`src/rtl/rot_sequencer.sv`:
```
// Pattern sequencer: captures a WIDTH-bit pattern and steps it through STEPS phases.
// Each phase registers a rotation of the pattern, or its complement on the last phase.
module rot_sequencer #(
    parameter int WIDTH    = 4,
    parameter int STEPS    = 4,
    parameter int STRIDE   = 1,
    parameter bit INV_LAST = 1'b1,
    localparam int PW      = (STEPS > 2) ? $clog2(STEPS) : 1
) (
    input  logic             clk,
    input  logic             rst_n,
    input  logic             load,
    input  logic [WIDTH-1:0] din,
    input  logic             en,
    input  logic             dir,
    output logic [WIDTH-1:0] y,
    output logic [PW-1:0]    phase,
    output logic             wrap,
    output logic             y_valid
);

    localparam logic [PW-1:0] LAST_PHASE = PW'(STEPS - 1);

    logic [WIDTH-1:0]   pat;
    logic               loaded;
    logic [WIDTH-1:0]   pat_next;
    logic [PW-1:0]      phase_next;
    logic               wrap_next;
    logic [WIDTH-1:0]   y_next;
    logic [63:0]        amt;
    logic [2*WIDTH-1:0] dbl;

    always_comb begin
        pat_next   = pat;
        phase_next = phase;
        wrap_next  = 1'b0;
        if (load) begin
            pat_next   = din;
            phase_next = '0;
        end else if (en) begin
            if (phase == LAST_PHASE) begin
                phase_next = '0;
                wrap_next  = 1'b1;
            end else begin
                phase_next = phase + 1'b1;
            end
        end
    end

    // 64-bit amount keeps (phase+1)*STRIDE exact before the modulo.
    always_comb begin
        amt = ((64'(phase) + 64'd1) * 64'(STRIDE)) % 64'(WIDTH);
        if (dir) begin
            dbl    = {pat, pat} >> amt;
            y_next = dbl[WIDTH-1:0];
        end else begin
            dbl    = {pat, pat} << amt;
            y_next = dbl[2*WIDTH-1:WIDTH];
        end
        if (INV_LAST && (phase == LAST_PHASE)) begin
            y_next = ~pat;
        end
    end

    always_ff @(posedge clk or negedge rst_n) begin
        if (!rst_n) begin
            pat     <= '0;
            phase   <= '0;
            wrap    <= 1'b0;
            y       <= '0;
            loaded  <= 1'b0;
            y_valid <= 1'b0;
        end else begin
            pat     <= pat_next;
            phase   <= phase_next;
            wrap    <= wrap_next;
            y       <= y_next;
            loaded  <= loaded | load;
            y_valid <= loaded;
        end
    end

endmodule
```
`config.mk`:
```
export PLATFORM = sky130hd
export DESIGN_NAME = rot_sequencer
export DESIGN_NICKNAME = d
export VERILOG_FILES = /design/src/rtl/rot_sequencer.sv
export SDC_FILE = /design/constraint.sdc
export NUM_CORES = 1
export LEC_CHECK = 0
export BUFFER_PORTS_ARGS = -buffer_cell sky130_fd_sc_hd__buf_2
export CORE_MARGIN = 2
export CORE_UTILIZATION = 50
export CTS_CLUSTER_DIAMETER = 60
export CTS_CLUSTER_SIZE = 30
export DETAILED_ROUTE_END_ITERATION = 10
export PLACE_DENSITY = 0.72
export SLEW_MARGIN = 20
export SYNTH_ARGS = -nofsm -noshare
export SYNTH_HDL_FRONTEND = slang
export SYNTH_SLANG_ARGS = --single-unit
```
`constraint.sdc`:
```
create_clock -name clk -period 2 [get_ports clk]
set_input_delay 0.1 -clock clk [delete_from_list [all_inputs] [get_ports clk]]
set_output_delay 0.1 -clock clk [all_outputs]
set_load 0.005 [all_outputs]
```
==> results of run 1 <==
flip-flops by register name (all words and copies together), names as in the netlist:
register	cells
loaded	1
pat	4
phase	2
wrap	1
y	4
y_valid	1
final timing paths:
| check | cells after the start | endpoint | startpoint |
|---|---|---|---|
| worst min register to register | 0 | y_valid | loaded |
| worst max register to register | 4 | y[2] | phase[1] |
| min in group asynchronous | 2 | loaded | rst_n |
| max in group asynchronous | 2 | phase[0] | rst_n |
| worst max-delay path | 4 | y[2] | phase[1] |
| worst min-delay path | 2 | pat[1] | din[1] |
cell type report:
class / instances / share of cell area (%)
inverter: 2 / 0.8929
tap: 15 / 2.232
clock buffer: 4 / 3.125
timing repair buffer: 18 / 11.61
multi-input combinational: 48 / 43.45
sequential: 13 / 38.69
placed cells by master, fill, tap and decap left out:
| cell type | n |
|---|---|
| and2b_2 | 1 |
| o21ai_1 | 1 |
| buf_2 | 16 |
| a211oi_1 | 2 |
| or2_2 | 1 |
| o211ai_1 | 1 |
| clkbuf_1 | 1 |
| o21ai_0 | 2 |
| clkbuf_4 | 3 |
| dlygate4sd3_1 | 1 |
| nand3_1 | 1 |
| mux2_2 | 3 |
| nand2b_1 | 3 |
| o2111ai_1 | 1 |
| a221oi_1 | 1 |
| nor3_1 | 1 |
| or2_0 | 1 |
| nor2b_1 | 2 |
| mux2i_1 | 5 |
| o221ai_1 | 1 |
| nand2_1 | 4 |
| buf_4 | 1 |
| mux4_2 | 1 |
| inv_1 | 2 |
| and2_1 | 1 |
| a21oi_1 | 1 |
| o31ai_1 | 1 |
| a2111oi_0 | 1 |
| dfrtp_1 | 13 |
| nand4b_1 | 1 |
| a211o_1 | 1 |
| xnor2_1 | 1 |
| o22ai_1 | 1 |
| ha_1 | 1 |
| a32o_1 | 2 |
| a21bo_1 | 1 |
| nor2_1 | 4 |
worst max-delay path, delay by kind of cell (launching register included):
kind | cells | cell delay (ns)
AOI/OAI and AO/OA | 3 | 0.57
adders and majority gates | 1 | 0.56
DFF | 1 | 0.39
cells by family after synthesis:
family                   share of synthesized area (%)
AND/OR/NAND/NOR                                  14.73
XOR/XNOR                                         1.199
buffers and inverters                            5.480
adder cells (fa/ha/maj)                          1.712
flip-flops                                       44.52
AO/OA/AOI/OAI                                    17.81
multiplexers                                     14.55
metrics by stage:
stage,instances,hold WS [ns]
floorplan,68,-0.1956
global placement,95,-0.004710
detailed placement,95,-0.001237
CTS,100,0.04132
global route,100,0.04466
finish,100,0.04604
power breakdown:
part           switching, W  internal, W  total [W]
Sequential        0.0000208     0.000293   0.000313
Clock             0.0000847    0.0000775   0.000162
Combinational     0.0000843    0.0000920   0.000176
metal layers:
| metal | vias to the layer above | part of all wire [%] |
|---|---|---|
| met3 | 5 | 5.2 |
| met2 | 15 | 44 |
| met4 | 0 | 2.3 |
| met1 | 279 | 48 |
| met5 | - | 0 |
| li1 | 284 | - |
timing repair:
item | 4_1_cts | 5_1_grt
resized for setup | 0 | 0
buffers inserted | 0 | 0
hold buffers | 1 | 0
endpoints found under the hold margin | 13 | 0
==> impl_metrics.json, run 1 <==
{
  "status": "finished, final reports clean",
  "synthFlopType": "dfrtp_1",
  "path_cells": "ha_1, a21bo_1, o31ai_1, o22ai_1",
  "detail_route.iter0.violations": 5,
  "fmax_mhz": 606.6,
  "grt-busiest-layer": "met2",
  "layout_min_cycle_time_ns": 1.648,
  "fill_cells": 127,
  "hp-class": "primary input to flop",
  "die_y_um": 42.23,
  "yosysSeqAreaShare_pct": 44.52,
  "finalMaxSlewViolations": 0,
  "synth_edf_count": 0,
  "worst-endpoint-required_ns": 2.14,
  "overflow": 0,
  "grt.total_usage_pct": 16.85,
  "ys_ff_latch": 13,
  "dr.pass1.iters": 4,
  "fin_crit_sh_pct": 82.42,
  "placed_area_sq_um": 804.5,
  "reg2reg_slack_ns": 0.35,
  "cts_buffers": 3,
  "rsz0062_at_grt": "false",
  "htreeDepth": 1,
  "cts_tree": "yes",
  "final_net_count": 96,
  "worst-slew-pin-transition_ns": 0.4764,
  "clk_path_buf_depth": 2,
  "syn_nets": 78,
  "area_growth_pct": 15.07,
  "fin_ws_ns": 0.3516,
  "place_ws_ns": 0.3707,
  "ys_types": 36,
  "hpwl_um": 958.7,
  "yosys-top-cells-area": "dfrtp_1 (45%), mux2i_1 (6.8%), mux2_2 (4.6%)",
  "core-area_sq_um": 1334,
  "place.gp.congestion": 0.8124,
  "vias_per_cell": 5.830,
  "n_antenna_cell": 0,
  "power_w": 0.0006518,
  "synth_area_per_cell_sq_um": 10.75,
  "finalInstanceArea_sq_um": 840.8,
  "ios": 17,
  "slowest_delay_ns": 0.56,
  "dieArea_sq_um": 1783,
  "fin_util_pct": 63.04,
  "drive_above_1_share_pct": 30.59,
  "path_max_fanout": 14,
  "setup_viol": 0,
  "p_leak_nw": 0.3691,
  "antenna_found_initial": 0,
  "netlist_area_sq_um": 730.7,
  "met1_usage_pct": 20.60,
  "grt_max_degree": 18,
  "grtUsageMet2_pct": 26.46,
  "hold_viol_final": 0,
  "grt_pass1_vias": 507,
  "clock-skew-final_ns": 0.003407,
  "criticalPathCategory": "flop to flop",
  "synth_warnings": 0,
  "cts_sinks": 13,
  "rows": 13,
  "synthArstFlopShare_pct": 100.0,
  "grt_pass1_wl_mm": 2.228,
  "die_width_um": 42.23,
  "dr_total_vias": 583,
  "route.detailed.drc": 0,
  "gr-usage-met3_pct": 3.448,
  "final-seq-area_sq_um": 325.3,
  "clk_pin_slew_ns": 0.08,
  "wl_mm": 1.330,
  "multi_input_area_sq_um": 365.4,
  "cts-root-buf": "clkbuf_4",
  "critPathLaunchType": "flop",
  "power_density_nw_per_um2": 775.2,
  "critPathCaptureType": "flop",
  "ant_nets": 0,
  "drt-wirelength-per-cell_um": 13.30,
  "peakVddDrop_uv": 408.3,
  "netlist.area_leader.share_pct": 44.52,
  "portBuffers": 16,
  "cap_violations": 0,
  "clkLatencyLatePin_ns": 0.28,
  "tns_ns": 0,
  "netlist_top_cells_count": "dfrtp_1 (13), mux2i_1 (5), nand2_1 (4), nor2_1 (4)",
  "arrival_ns": 1.79,
  "syn_inst": 68,
  "yosysTopAreaCell": "dfrtp_1",
  "start_util_pct": 54.78,
  "yosysMostFrequentCell": "dfrtp_1",
  "max_slew_margin_pct": 68.24,
  "worst_path_max_delay_cell": "ha_1"
}
Note: power is estimated with default switching activity, not from simulation.
==> run 2, diff against run 1 <==
clock period = 1.65 ns   (was 2 ns; I/O delays follow)
==> run 2 against run 1 <==
Fmax grew 12%. Combinational power grew 27%. Via count grew 0.51%. Worst hold slack lost 0.015 ns. Non-clock buffer count grew 1. Sequential share of layout area shrank 0.90 points. Largest cell class unchanged. Highest routed layer unchanged.
==> impl_metrics.json, run 2 (synthesized netlist as in run 1, its figures left out) <==
{
  "path_buf_inv": 1,
  "reg_top3": "pat: 4 flops, y: 4 flops, phase: 2 flops",
  "crit_cells": 4,
  "final_common_cell": "buf_2",
  "drive_above_1_share_pct": 32.56,
  "final_net_count": 97,
  "hpwl_mm": 1.058,
  "place.gp.congestion": 0.8033,
  "status": "finished, final reports clean",
  "portBuffers": 16,
  "setup.worst_path.end": "y[2]",
  "worst_path_max_delay_cell": "dfrtp_1",
  "dr_total_vias": 586,
  "vias_per_cell": 5.802,
  "wl_mm": 1.464,
  "overflow": 0,
  "final_cell_mix": "buf_2 (16), dfrtp_1 (13), mux2i_1 (5), nand2_1 (4), nor2_1 (4)",
  "clk_pin_slew_ns": 0.08,
  "tns_ns": 0,
  "fin_crit_sh_pct": 89.07,
  "detail_route.iter0.violations": 10,
  "grt_pass1_vias": 511,
  "critPathLaunchType": "flop",
  "hp-class": "primary input to flop",
  "drt-wirelength-per-cell_um": 14.50,
  "r2r.worst_path.cells": 4,
  "critPathCaptureType": "flop",
  "core-area_sq_um": 1334,
  "path_delay_family": "compound AO/OA/AOI/OAI gates",
  "dr.pass1.iters": 4,
  "n_antenna_cell": 0,
  "layout_min_cycle_time_ns": 1.470,
  "r2r_end": "y[2]",
  "power_density_nw_per_um2": 929.3,
  "max_slew_margin_pct": 74.01,
  "die_y_um": 42.23,
  "die_width_um": 42.23,
  "p_leak_nw": 0.3727,
  "route.detailed.drc": 0,
  "grt_max_degree": 18,
  "ant_nets": 0,
  "rsz0062_at_grt": "false",
  "rows": 13,
  "grt_pass1_wl_mm": 2.415,
  "finalMaxSlewViolations": 0,
  "fill_cells": 118,
  "regToRegStartpoint": "phase[0]",
  "criticalPathCategory": "flop to flop",
  "final-seq-area_sq_um": 325.3,
  "start_util_pct": 54.78,
  "cts-root-buf": "clkbuf_4",
  "path_max_fanout": 17,
  "peakVddDrop_uv": 476.9,
  "worst-slew-pin-transition_ns": 0.3800,
  "slowest_delay_ns": 0.42,
  "reg2reg_slack_ns": 0.18,
  "hold_viol_final": 0,
  "arrival_ns": 1.60,
  "cap_violations": 0,
  "clk_path_buf_depth": 2,
  "place_ws_ns": 0.01317,
  "path_cells": "buf_4, and2_1, a2111oi_0, o22ai_1",
  "area_growth_pct": 17.81,
  "fin_util_pct": 64.54,
  "worst-endpoint-required_ns": 1.78,
  "fmax_mhz": 680.4,
  "ios": 17,
  "clock-skew-final_ns": 0.002631,
  "cts_sinks": 13,
  "htreeDepth": 1,
  "multi_input_area_sq_um": 377.9,
  "cts_tree": "yes",
  "clkLatencyLatePin_ns": 0.27,
  "fin_ws_ns": 0.1804,
  "grt.total_usage_pct": 17.50,
  "startpoint": "phase[0]",
  "cts_buffers": 3,
  "setup_viol": 0,
  "dieArea_sq_um": 1783,
  "antenna_found_initial": 0
}
## run 2: power by group
part	total, W	internal, W	switching, W	leakage (nW)
combinational	0.000224	0.000120	0.000103	0.205
clock	0.000193	0.0000935	0.0000995	0.0150
sequential	0.000383	0.000355	0.0000284	0.153
total	0.000800	0.000569	0.000231	0.373
## run 2: layout make-up
| type | count | share of cell area, % |
|---|---|---|
| clock buffers | 4 | 3.052 |
| inverters | 2 | 0.8721 |
| multi-input cells | 48 | 43.90 |
| flip-flops and latches | 13 | 37.79 |
| well taps | 15 | 2.180 |
| repair buffers | 19 | 12.21 |
## run 2: stage by stage
step	power [W]	std cells	hold slack [ns]	instance area, sq um
after floorplan	0.0005381	68	-0.2131	730.7
after global placement	0.0005960	96	-0.02109	812.0
after detailed placement	0.0006029	96	-0.02219	812.0
after CTS	0.0007997	101	0.03451	850.8
after global routing	0.0008447	101	0.03287	860.8
final	0.0008000	101	0.03061	860.8
## run 2: worst min-delay path by stage
stage	endpoint	cells past startpoint	slack (ns)	startpoint
after floorplan	loaded	0	-0.21	rst_n
final	pat[2]	3	0.03	din[2]
after global routing	pat[1]	2	0.03	din[1]
after global placement	y_valid	1	-0.02	rst_n
after CTS	pat[2]	3	0.03	din[2]
after detailed placement	loaded	1	-0.02	rst_n
## run 2: timing repair
| action | in CTS | in global routing |
|---|---|---|
| gates resized for setup | 1 | 1 |
| hold buffers | 1 | 0 |
| buffers inserted | 0 | 0 |
| setup endpoints to repair | 1 | 1 |
| hold endpoints to repair | 13 | 0 |
## run 2: metal layers
layer,vias to the layer above,global-route usage [%],part of all wire [%]
met2,16,26.77,49
li1,285,-,-
met3,2,2.586,3.8
met4,0,7.500,0.68
met5,-,0,0
met1,283,24.52,46
## run 2: tightest hold or removal path: stages
cell     delay, ns
buf_2         0.07
nand2_1       0.04
o21ai_0       0.06
==> run 3, diff against run 2 <==
CORE_MARGIN = not set   (was 2)
CORE_UTILIZATION = 40   (was 50)
PLACE_DENSITY = 0.59   (was 0.72)
==> run 3 against run 2 <==
Die area is 12% higher. Count of clock-buffer cells in the layout stayed put. Sequential share of layout area is 0.43 points lower. Critical path depth stayed put. Core utilization is 14 points lower. Largest power group unchanged. Highest routed layer unchanged.
==> impl_metrics.json, run 3 (synthesized netlist as in run 1, its figures left out) <==
{
  "fill_cells": 176,
  "dr_total_vias": 590,
  "r2r_end": "y[2]",
  "clkLatencyLatePin_ns": 0.27,
  "critPathLaunchType": "flop",
  "hpwl_mm": 1.023,
  "cap_violations": 0,
  "n_antenna_cell": 0,
  "reg_top3": "pat: 4 flops, y: 4 flops, phase: 2 flops",
  "overflow": 0,
  "cts-root-buf": "clkbuf_4",
  "grt.total_usage_pct": 16.84,
  "rows": 15,
  "min_to": "pat[2]",
  "hold_start": "din[2]",
  "power_density_nw_per_um2": 921.6,
  "final_net_count": 98,
  "vias_per_cell": 5.268,
  "max_slew_margin_pct": 71.84,
  "peakVddDrop_uv": 391.7,
  "finalMaxSlewViolations": 0,
  "clock-skew-final_ns": 0.005615,
  "regToRegStartpoint": "phase[1]",
  "portBuffers": 16,
  "dr.pass1.iters": 4,
  "route.detailed.drc": 0,
  "setup_viol": 0,
  "wl_met2_um": 676,
  "cts_sinks": 13,
  "hp-class": "primary input to flop",
  "worst-endpoint-required_ns": 1.79,
  "detail_route.iter0.violations": 12,
  "cts_buffers": 3,
  "core-area_sq_um": 1727,
  "route.met3.wl_um": 40,
  "die_width_um": 44.74,
  "whs_ns": 0.02487,
  "clk_pin_slew_ns": 0.09,
  "final_common_cell": "buf_2",
  "fmax_mhz": 649.3,
  "post_cts_buffers": 0,
  "reg2reg_slack_ns": 0.11,
  "grt_pass1_vias": 576,
  "layout_min_cycle_time_ns": 1.540,
  "status": "finished, final reports clean",
  "drt-wirelength-per-cell_um": 12.69,
  "path_max_fanout": 12,
  "cts_tree": "yes",
  "htreeDepth": 1,
  "wl_met1_um": 699,
  "hold_viol_final": 0,
  "ant_nets": 0,
  "worstHoldPathCells": 3,
  "worst-slew-pin-transition_ns": 0.4117,
  "r2r.worst_path.cells": 4,
  "grt_max_degree": 18,
  "drive_above_1_share_pct": 33.33,
  "critPathCaptureType": "flop",
  "tns_ns": 0,
  "final_cell_mix": "buf_2 (16), dfrtp_1 (13), mux2i_1 (5), nand2_1 (4), nor2_1 (4)",
  "criticalPathCategory": "flop to flop",
  "arrival_ns": 1.68,
  "grt_pass1_wl_mm": 2.484,
  "top_layer": "met4",
  "clk_path_buf_depth": 2,
  "wl_mm": 1.421,
  "p_leak_nw": 0.3771,
  "start_util_pct": 42.32,
  "area_growth_pct": 19.18,
  "dieArea_sq_um": 2002,
  "antenna_found_initial": 0,
  "fin_crit_sh_pct": 93.33,
  "place.gp.congestion": 0.7683,
  "die_y_um": 44.74,
  "rsz0062_at_grt": "false",
  "ios": 17
}
[run 3: cell count changes in the layout (fill, tap and decap cells not counted)]
cell   previous run  this run
ha_4              1         0
ha_2              0         1
buf_4             2         3
[run 3: worst max-delay path: stages, from the launching register on]
cell     delay (ns)
dfrtp_1        0.41
ha_2           0.47
a21bo_1        0.24
o31ai_1        0.20
o22ai_1        0.09
[run 3: how the worst max path moves through the flow]
stage | start | slack [ns] | endpoint
finish | phase[1] | 0.11 | y[2]
global route | phase[1] | 0.05 | y[1]
CTS | phase[1] | 0.04 | y[2]
detailed placement | phase[1] | 0.07 | y[2]
global placement | phase[1] | 0.11 | y[3]
floorplan | phase[0] | 0.02 | y[3]
[run 3: what timing repair did]
action                                  4_1_cts  5_1_grt
hold buffers                                  1        0
resized for setup                             0        1
endpoints found under the setup margin        0        4
hold endpoints to repair                     13        0
[run 3: per-layer routing]
metal,vias up,track usage [%]
met5,-,0
met4,0,5.455
met3,2,2.400
met2,13,29.41
met1,284,21.50
li1,291,-
[run 3: final cells by class]
type / instances / area [sq um] / area share (%)
Multi-Input combinational cell: 48 / 367.9 / 42.24
Sequential cell: 13 / 325.3 / 37.36
Tap cell: 25 / 31.28 / 3.592
Clock buffer: 4 / 26.28 / 3.017
Inverter: 2 / 7.507 / 0.8621
Timing Repair Buffer: 20 / 112.6 / 12.93
[run 3: report_power, final]
part           switching [W]  leakage [nW]  total, W  internal (W)
Sequential         0.0000271         0.153  0.000382      0.000355
Clock               0.000104        0.0150  0.000197     0.0000935
Combinational       0.000104         0.209  0.000223      0.000119
Total               0.000235         0.377  0.000803      0.000567
[run 3: stage by stage]
step / cells / total power [W] / setup slack [ns] / utilization, % / instance area [sq um]
after floorplan: 68 / 0.0005381 / 0.01544 / - / 730.7
after global placement: 107 / 0.0006024 / 0.1111 / 48.19 / 832.0
after detailed placement: 107 / 0.0006074 / 0.06793 / 48.19 / 832.0
after CTS: 112 / 0.0008066 / 0.04475 / 50.29 / 868.3
after global routing: 112 / 0.0008519 / 0.04730 / 50.43 / 870.8
final: 112 / 0.0008025 / 0.1100 / 50.43 / 870.8
